<file path="config.mk">
export PLATFORM = sky130hd
export DESIGN_NAME = pwm_sample_decoder
export DESIGN_NICKNAME = d
export VERILOG_FILES = /design/src/rtl/pwm_sample_decoder.sv
export SDC_FILE = /design/constraint.sdc
export NUM_CORES = 1
export LEC_CHECK = 0
export CORE_AREA = 2 2 68 70
export DETAILED_ROUTE_END_ITERATION = 10
export DIE_AREA = 0 0 70 72
export DONT_BUFFER_PORTS = 1
export GPL_ROUTABILITY_DRIVEN = 0
export PLACE_DENSITY = 0.83
export SLEW_MARGIN = 15
export SYNTH_ARGS = -nofsm -noshare
export SYNTH_HDL_FRONTEND = slang
export SYNTH_SLANG_ARGS = --single-unit
</file>
<file path="constraint.sdc">
create_clock -name i_clk -period 3.85 [get_ports i_clk]
set_clock_uncertainty 0.05 [all_clocks]
set_input_delay 0.5775 -clock i_clk [delete_from_list [all_inputs] [get_ports i_clk]]
set_output_delay 0.5775 -clock i_clk [all_outputs]
set_load 0.01 [all_outputs]
</file>
<file path="src/rtl/pwm_sample_decoder.sv">
// Recovers PWM audio samples by counting the high time of each PWM period.
// Emits one sample per period, plus lock and period-error status.
module pwm_sample_decoder #(
  parameter int WIDTH       = 8,
  parameter int SYNC_STAGES = 2
) (
  input  logic             i_clk,
  input  logic             i_rst,
  input  logic             i_pwm_in,
  output logic [WIDTH-1:0] o_sample,
  output logic             o_sample_valid,
  output logic [WIDTH+1:0] o_period,
  output logic             o_period_err,
  output logic             o_locked
);

  localparam int CW = WIDTH + 2;
  localparam logic [CW-1:0] C_NOMINAL = CW'(1 << WIDTH);
  localparam logic [CW-1:0] C_STUCK   = CW'(1 << (WIDTH + 1));
  localparam logic [CW-1:0] C_SMAX    = CW'((1 << WIDTH) - 1);

  typedef enum logic [1:0] {
    ST_ACQUIRE,
    ST_HIGH,
    ST_LOW,
    ST_STUCK
  } state_t;

  state_t r_state;
  state_t w_state_nxt;

  logic [SYNC_STAGES-1:0] r_sync;
  logic [SYNC_STAGES:0]   r_vld;
  logic                   r_s_d;
  logic                   r_rise;
  logic                   r_fall;
  logic [CW-1:0]          r_cnt_p;
  logic [CW-1:0]          r_cnt_h;
  logic [WIDTH-1:0]       r_stk;

  logic                   w_s;
  logic                   w_emit;
  logic                   w_emit_stuck;
  logic                   w_set_lock;
  logic                   w_cnt_full;
  logic                   w_stk_tick;
  logic [WIDTH-1:0]       w_clamped;

  assign w_s        = r_sync[SYNC_STAGES-1];
  assign w_cnt_full = (r_cnt_p == C_STUCK);
  assign w_stk_tick = (r_stk == '1);
  assign w_clamped  = (r_cnt_h > C_SMAX) ? '1 : r_cnt_h[WIDTH-1:0];

  // Edges are registered so the FSM sees level (r_s_d) and edge pulses aligned.
  // r_vld masks the false edge produced while the reset zeros drain from the chain.
  always_ff @(posedge i_clk) begin
    if (i_rst) begin
      r_sync <= '0;
      r_vld  <= '0;
      r_s_d  <= 1'b0;
      r_rise <= 1'b0;
      r_fall <= 1'b0;
    end else begin
      r_sync <= {r_sync[SYNC_STAGES-2:0], i_pwm_in};
      r_vld  <= {r_vld[SYNC_STAGES-1:0], 1'b1};
      r_s_d  <= w_s;
      r_rise <= w_s & ~r_s_d & r_vld[SYNC_STAGES];
      r_fall <= ~w_s & r_s_d & r_vld[SYNC_STAGES];
    end
  end

  always_ff @(posedge i_clk) begin
    if (i_rst) begin
      r_cnt_p <= '0;
      r_cnt_h <= '0;
    end else if (r_rise) begin
      r_cnt_p <= CW'(1);
      r_cnt_h <= CW'(1);
    end else begin
      r_cnt_p <= (r_cnt_p == '1) ? r_cnt_p : r_cnt_p + CW'(1);
      if (r_s_d && (r_cnt_h != '1)) begin
        r_cnt_h <= r_cnt_h + CW'(1);
      end
    end
  end

  always_ff @(posedge i_clk) begin
    if (i_rst) begin
      r_state <= ST_ACQUIRE;
      r_stk   <= '0;
    end else begin
      r_state <= w_state_nxt;
      if (r_state == ST_STUCK) begin
        r_stk <= r_stk + WIDTH'(1);
      end else begin
        r_stk <= '0;
      end
    end
  end

  always_comb begin
    w_state_nxt  = r_state;
    w_emit       = 1'b0;
    w_emit_stuck = 1'b0;
    w_set_lock   = 1'b0;
    unique case (r_state)
      ST_ACQUIRE: begin
        if (r_rise) begin
          w_state_nxt = ST_HIGH;
        end else if (w_cnt_full) begin
          w_state_nxt  = ST_STUCK;
          w_emit_stuck = 1'b1;
        end
      end
      ST_HIGH: begin
        if (r_rise) begin
          w_emit     = 1'b1;
          w_set_lock = 1'b1;
        end else if (w_cnt_full) begin
          w_state_nxt  = ST_STUCK;
          w_emit_stuck = 1'b1;
        end else if (r_fall) begin
          w_state_nxt = ST_LOW;
        end
      end
      ST_LOW: begin
        if (r_rise) begin
          w_state_nxt = ST_HIGH;
          w_emit      = 1'b1;
          w_set_lock  = 1'b1;
        end else if (w_cnt_full) begin
          w_state_nxt  = ST_STUCK;
          w_emit_stuck = 1'b1;
        end
      end
      ST_STUCK: begin
        if (r_rise) begin
          w_state_nxt = ST_HIGH;
        end else if (w_stk_tick) begin
          w_emit_stuck = 1'b1;
        end
      end
      default: w_state_nxt = ST_ACQUIRE;
    endcase
  end

  always_ff @(posedge i_clk) begin
    if (i_rst) begin
      o_sample       <= '0;
      o_sample_valid <= 1'b0;
      o_period       <= '0;
      o_period_err   <= 1'b0;
      o_locked       <= 1'b0;
    end else begin
      o_sample_valid <= w_emit | w_emit_stuck;
      if (w_emit) begin
        o_sample     <= w_clamped;
        o_period     <= r_cnt_p;
        o_period_err <= (r_cnt_p != C_NOMINAL);
      end else if (w_emit_stuck) begin
        o_sample     <= {WIDTH{r_s_d}};
        o_period     <= C_NOMINAL;
        o_period_err <= 1'b0;
      end
      o_locked <= w_set_lock |
                  (o_locked & ((w_state_nxt == ST_HIGH) || (w_state_nxt == ST_LOW)));
    end
  end

endmodule

</file>
==> results of run 1 <==
==> metal layers <==
layer	global-route usage, %	routed length [um]	vias to the layer above
met4	7.05	53	0
li1	-	-	934
met5	0	0	-
met2	32.7	2270	45
met3	8.89	266	5
met1	25.2	2180	882
==> layout make-up <==
cell class              count  area (sq um)
fillers                   353          1600
multi-input cells         186          1210
flip-flops and latches     59          1180
clock buffers              13           169
well taps                  52          65.1
inverters                   8          30.0
clock inverters             2          10.0
==> worst max-delay path by stage <==
| stage | from | end | slack (ns) | cells past startpoint |
|---|---|---|---|---|
| floorplan | r_cnt_p[0] | o_period_err | 1.61 | 9 |
| global placement | r_cnt_p[0] | o_locked | 1.59 | 7 |
| detailed placement | r_cnt_p[0] | o_locked | 1.56 | 7 |
| CTS | r_cnt_p[0] | o_locked | 1.54 | 7 |
| global route | r_cnt_p[0] | o_locked | 1.43 | 7 |
| finish | r_cnt_p[0] | o_locked | 1.54 | 7 |
==> where the power goes <==
group          total, mW  switching, mW  internal [mW]
registers          0.623        0.00617          0.617
logic             0.0208         0.0113        0.00942
clock network      0.501          0.220          0.280
==> cells by family after synthesis <==
logic type	share of synthesized area [%]
xor gates and xnor gates	6.72
adders and majority gates	4.04
AOI/OAI and AO/OA	15.2
and+or+nand+nor	21.7
muxes	1.21
buffers and inverters	3.48
DFF	47.7
==> cell usage after synthesis (7+ instances only) <==
master and n:
nand2_1 20, o211ai_1 9, nor2_1 38, dfxtp_1 59
inv_1 7, a21oi_1 14, xor2_1 12, ha_1 8
a22oi_1 9, nand3_1 12, xnor2_1 7
==> flip-flops by register name (all words and copies together), names as in the netlist <==
| signal | cells |
|---|---|
| r_sync | 2 |
| r_cnt_h | 10 |
| r_vld | 3 |
| o_sample | 8 |
| r_stk | 8 |
| o_period | 10 |
| o_period_err | 1 |
| r_rise | 1 |
| r_state | 2 |
| o_sample_valid | 1 |
| r_cnt_p | 10 |
| r_s_d | 1 |
| r_fall | 1 |
| o_locked | 1 |
==> worst max-delay path: stages, from the launching register on <==
cell and delay, ns:
dfxtp_1 0.36, inv_1 0.08, ha_1 0.13, or4b_4 0.46, or4_4 0.53, a221o_2 0.40, nand2_1 0.07, o221ai_1 0.11
==> layout by cell type (no fill, tap or decap), types with 3 or more instances in the layout <==
cell type  instances
a21oi_1           14
nand3_1           12
dfxtp_1           59
xnor2_1            7
a31oi_1            3
o211ai_1           9
nand4_1            6
a22oi_1            9
nor2_1            38
inv_1              7
ha_1               8
clkbuf_8          12
nor2b_1            6
nand2_1           20
mux2i_1            3
xor2_1            12
==> per-stage QoR <==
step                std cells  instance area [sq um]
finish                    320                   2670
global route              320                   2670
CTS                       320                   2670
detailed placement        305                   2490
global placement          305                   2490
floorplan                 263                   2480
==> reports/qor.json, run 1 <==
{
  "outcome": "finished clean",
  "drtIter0Drc": 105,
  "cts_hold_buffers": 0,
  "synth_top_cell_area_share_pct": 47.7,
  "synth_flop_cell": "dfxtp_1",
  "antenna_violating_nets_post_route": 0,
  "finalSetupViolations": 0,
  "largest_voltage_drop_on_the_vdd_net_v": 0.000216,
  "place.detailed.hpwl_mm": 3.22,
  "floorplan.initialDensity_pct": 58.1,
  "clock.fmax_ghz": 0.432,
  "drive_above_1_share_pct": 10.1,
  "fp.dieH_um": 72,
  "cellLeakagePower_nw": 0.939,
  "worstSetupStartpointType": "flip-flop",
  "clock_tree.root_cell": "clkbuf_8",
  "clkSinkCount": 59,
  "via_count_of_the_first_global_routing_pass": 1758,
  "fin_tns_setup_ns": 0,
  "clk_transition_reported_paths_ns": 0.06,
  "syn-cell-area_sq_um": 2480,
  "regToRegStartpoint": "r_cnt_p[0]",
  "reg2reg_setup_slack_ns": 1.54,
  "boundary_pins": 24,
  "die_x_um": 70,
  "power.total_mw": 1.14,
  "synth_edf_count": 0,
  "route.vias.total": 1866,
  "post-synth-top-area-cell": "dfxtp_1",
  "grt_setup_unrepaired": "false",
  "final_period_demand_of_the_worst_path_ns": 2.31,
  "timing.final.crit_share_pct": 60.1,
  "holdCritStartpoint": "i_rst",
  "slew_headroom_pct": 58.2,
  "core_area_sq_um": 4260,
  "grt_pass1_wl_mm": 8.05,
  "async_reset_ff_share_pct": 0,
  "fin_worst_hold_slack_ns": 0.258,
  "max_slew.worst_pin.slew_ns": 0.619,
  "cts_setup_buffers": 0,
  "whs_endpoint": "o_sample_valid",
  "wl_mm": 4.77,
  "drt-wirelength-per-cell_um": 14.9,
  "number_of_distinct_standard_cells_referenced_by_the_synthesized_netlist": 49,
  "initial_antenna_violation_count": 0,
  "cts_resized": 0,
  "power.density_nw_per_um2": 429,
  "ys_ff_latch": 59,
  "overflow": 0,
  "synth_seq_area_share_pct": 47.7,
  "detail_route.drc_violations": 0,
  "required_ns": 4.00,
  "clock_path_buffers": 2,
  "first_pass_iters": 4,
  "synth_to_layout_area_growth_pct": 7.58,
  "num_antenna_cells": 0,
  "rows": 24,
  "netlist_instances": 263,
  "design.final.nets": 275,
  "cts-buffers-inserted": 9,
  "holdCritPathClass": "input pin to flip-flop",
  "synth_warnings": 0,
  "post-place-ws_ns": 1.56,
  "worstSkewPairLatency_ns": 0.34,
  "worst_ep_arrival_time_ns": 2.47,
  "largest_net_degree_at_the_start_of_global_routing": 33,
  "htreeDepth": 3,
  "final_core_utilization_pct": 62.5,
  "finalWorstSetupSlack_ns": 1.54,
  "synth_area_per_cell_sq_um": 9.42,
  "timing.hold.worst_path_depth": 1,
  "worstSetupEndpointType": "flip-flop",
  "io_buffers": 0,
  "clock_tree_from_tritoncts": "built",
  "worstRegToRegCells": 7,
  "crit_type": "flip-flop to flip-flop",
  "mappedNetlistNets": 274,
  "critPathMaxFanout": 5,
  "timing_max_transition_violations_final": 0,
  "drv.max_cap_violation_count": 0,
  "die_area_sq_um": 5040,
  "route.detailed.vias_per_inst": 5.83,
  "timing.rr.end": "o_locked",
  "gr-usage-all-layers_pct": 20.6,
  "timing_hold_violations_final": 0,
  "synthTopCellsByArea": "dfxtp_1 48%, nor2_1 5.8%, xor2_1 4.2%, ha_1 4.0%, nand2_1 3.0%"
}
(Power assumes the default switching activity.)
==> inputs of run 2 (changes only) <==
==> constraint.sdc (replaced) <==
create_clock -name i_clk -period 2.3 [get_ports i_clk]
set_clock_uncertainty 0.05 [all_clocks]
set_input_delay 0.345 -clock i_clk [delete_from_list [all_inputs] [get_ports i_clk]]
set_output_delay 0.345 -clock i_clk [all_outputs]
set_load 0.01 [all_outputs]
==> run 2 against run 1 <==
Net effect: clock power up 65%; count of clock-buffer cells in the layout increased by 1; register-to-register slack worse by 1.5 ns; combinational power increased by 130%; non-clock buffer count grew 7; power rose by 67%; sequential cell count stayed put; critical path depth unchanged; critical endpoint unchanged; largest cell class unchanged; largest power group unchanged.
==> reports/qor.json, run 2 (synthesis results as in run 1) <==
{
  "outcome": "finished clean",
  "clock.fmax": {"value": 0.447, "unit": "GHz", "change": "+3.5%"},
  "core_area": {"value": 4260, "unit": "sq um", "change": "unchanged"},
  "design.final.nets": {"value": 283, "change": "+2.9%"},
  "clock_tree.root_cell": "clkbuf_8",
  "rows": {"value": 24, "change": "unchanged"},
  "clkSinkCount": {"value": 59, "change": "unchanged"},
  "route.vias.total": {"value": 1940, "change": "+4.0%"},
  "drv.max_cap_violation_count": {"value": 0, "change": "unchanged"},
  "crit_buf_inv": {"value": 1, "change": "unchanged"},
  "timing_hold_violations_final": {"value": 0, "change": "unchanged"},
  "timing_max_transition_violations_final": {"value": 0, "change": "unchanged"},
  "slew_headroom": {"value": 60.6, "unit": "%", "change": "+2.4 points"},
  "overflow": {"value": 0, "change": "unchanged"},
  "die_area": {"value": 5040, "unit": "sq um", "change": "unchanged"},
  "critPathTopFamily": "simple AND/OR/NAND/NOR gates",
  "power.density": {"value": 698, "unit": "nW/um^2", "change": "+63%"},
  "n_fill_cell": {"value": 336, "change": "-4.8%"},
  "worstSetupStartpointType": "flip-flop",
  "multi_input_comb_area": {"value": 1240, "unit": "sq um", "change": "+2.7%"},
  "crit_type": "flip-flop to flip-flop",
  "drt-wirelength-per-cell": {"value": 15.1, "unit": "um", "change": "+1.6%"},
  "die_x": {"value": 70, "unit": "um", "change": "unchanged"},
  "critical-path-max-stage-delay": {"value": 0.48, "unit": "ns", "change": "-0.05 ns"},
  "boundary_pins": {"value": 24, "change": "unchanged"},
  "wl": {"value": 4.98, "unit": "mm", "change": "+4.5%"},
  "final_period_demand_of_the_worst_path": {"value": 2.24, "unit": "ns", "change": "-0.0778 ns"},
  "fin_tns_setup": {"value": 0, "unit": "ns", "change": "unchanged"},
  "largest_net_degree_at_the_start_of_global_routing": {"value": 33, "change": "unchanged"},
  "route.detailed.vias_per_inst": {"value": 5.90, "change": "+1.1%"},
  "via_count_of_the_first_global_routing_pass": {"value": 1798, "change": "+2.3%"},
  "cellLeakagePower": {"value": 0.975, "unit": "nW", "change": "+3.9%"},
  "largest_voltage_drop_on_the_vdd_net": {"value": 0.000343, "unit": "V", "change": "+59%"},
  "drive_above_1_share": {"value": 14.8, "unit": "%", "change": "+4.7 points"},
  "timing.final.crit_share": {"value": 97.2, "unit": "%", "change": "+37 points"},
  "required": {"value": 2.47, "unit": "ns", "change": "-1.53 ns"},
  "ordered_list_of_cells_on_the_worst_path": "inv_2, ha_4, or4b_4, or4_4, a221o_2, nand2_2, o221ai_2",
  "drtIter0Drc": {"value": 100, "change": "-4.8%"},
  "grt_setup_unrepaired": "false",
  "holdCritPathClass": "input pin to flip-flop",
  "final_cell_mix": "57 x dfxtp_1, 38 x nor2_1, 19 x nand2_1",
  "io_buffers": {"value": 0, "change": "unchanged"},
  "cts_setup_buffers": {"value": 0, "change": "unchanged"},
  "post_dp_cell_area": {"value": 2540, "unit": "sq um", "change": "+2.1%"},
  "fp.dieH": {"value": 72, "unit": "um", "change": "unchanged"},
  "worst_ep_arrival_time": {"value": 2.41, "unit": "ns", "change": "-0.06 ns"},
  "ff_latch_area": {"value": 1180, "unit": "sq um", "change": "+0.21%"},
  "cp_slowest_cell": "or4_4",
  "postLayoutCellArea": {"value": 2750, "unit": "sq um", "change": "+3.1%"},
  "clock_path_buffers": {"value": 2, "change": "unchanged"},
  "worstSkewPairLatency": {"value": 0.34, "unit": "ns", "change": "about the same"},
  "commonest_non_fill_non_tap_cell_in_the_layout": "dfxtp_1",
  "place.detailed.hpwl": {"value": 3.15, "unit": "mm", "change": "-2.2%"},
  "critPathMaxFanout": {"value": 4, "change": "-1"},
  "antenna_violating_nets_post_route": {"value": 0, "change": "unchanged"},
  "worstSetupEndpointType": "flip-flop",
  "finalSetupViolations": {"value": 0, "change": "unchanged"},
  "max_slew.worst_pin.slew": {"value": 0.583, "unit": "ns", "change": "-0.0362 ns"},
  "clk_transition_reported_paths": {"value": 0.06, "unit": "ns", "change": "about the same"},
  "gr-usage-all-layers": {"value": 20.1, "unit": "%", "change": "-0.46 points"},
  "initial_antenna_violation_count": {"value": 0, "change": "unchanged"},
  "floorplan.initialDensity": {"value": 58.1, "unit": "%", "change": "unchanged"},
  "clock_tree_from_tritoncts": "built",
  "cts-buffers-inserted": {"value": 9, "change": "unchanged"},
  "grt_pass1_wl": {"value": 8.05, "unit": "mm", "change": "unchanged"},
  "htreeDepth": {"value": 3, "change": "unchanged"},
  "largest_registers": "o_period x10, r_cnt_h x10, r_cnt_p x10",
  "num_antenna_cells": {"value": 0, "change": "unchanged"},
  "detail_route.drc_violations": {"value": 0, "change": "unchanged"},
  "synth_to_layout_area_growth_pct": 10.9,
  "first_pass_iters": {"value": 4, "change": "unchanged"}
}
==> run 2: through the flow <==
step	hold slack, ns	instances	worst slack [ns]	utilization, %	total power [mW]
finish	0.0185	329	0.0634	64.4	1.92
global route	0.0146	329	0.0152	64.4	1.97
CTS	0.00923	328	0.000234	63.6	1.92
detailed placement	0.369	312	0.0814	59.5	1.10
global placement	0.366	312	0.0908	59.5	1.10
floorplan	0.352	263	0.0551	-	1.10
==> run 2: area by class of cell <==
cell class                 count  area share, %
tap                           52           2.37
multi-input combinational    187           45.2
inverter                       8           1.09
clock inverter                 2          0.364
clock buffer                  14           5.92
timing repair buffer           7           1.91
sequential                    59           43.1
==> run 2: power by group <==
part | internal [mW] | leakage [nW] | switching [mW]
combinational | 0.0232 | 0.407 | 0.0252
clock | 0.447 | 0.0905 | 0.380
sequential | 1.03 | 0.478 | 0.00801
==> run 2: final timing paths <==
| path | start | endpoint | slack [ns] | depth (start not counted) |
|---|---|---|---|---|
| max | r_cnt_p[1] | o_locked | 0.06 | 7 |
| min | i_rst | o_sample_valid | 0.02 | 1 |
| max reg2reg | r_cnt_p[1] | o_locked | 0.06 | 7 |
| min reg2reg | r_sync[0] | r_sync[1] | 0.39 | 1 |
==> run 2: repair_timing <==
| item | CTS | global route |
|---|---|---|
| hold endpoints to repair | 0 | 0 |
| endpoints found under the setup margin | 0 | 18 |
| hold buffers | 0 | 0 |
| gates resized for setup | 0 | 8 |
==> run 2: per-layer routing <==
layer,routed length [um],vias to the layer above,GRT usage [%]
li1,-,959,-
met1,2240,919,24.9
met4,130,0,9.83
met2,2360,50,31.9
met5,0,-,0
met3,253,12,6.53
==> run 2: worst register-to-register path, cell delays in order (launching register included) <==
cell and delay (ns):
dfxtp_2 0.32, inv_2 0.07, ha_4 0.12, or4b_4 0.46, or4_4 0.48, a221o_2 0.45, nand2_2 0.08, o221ai_2 0.08
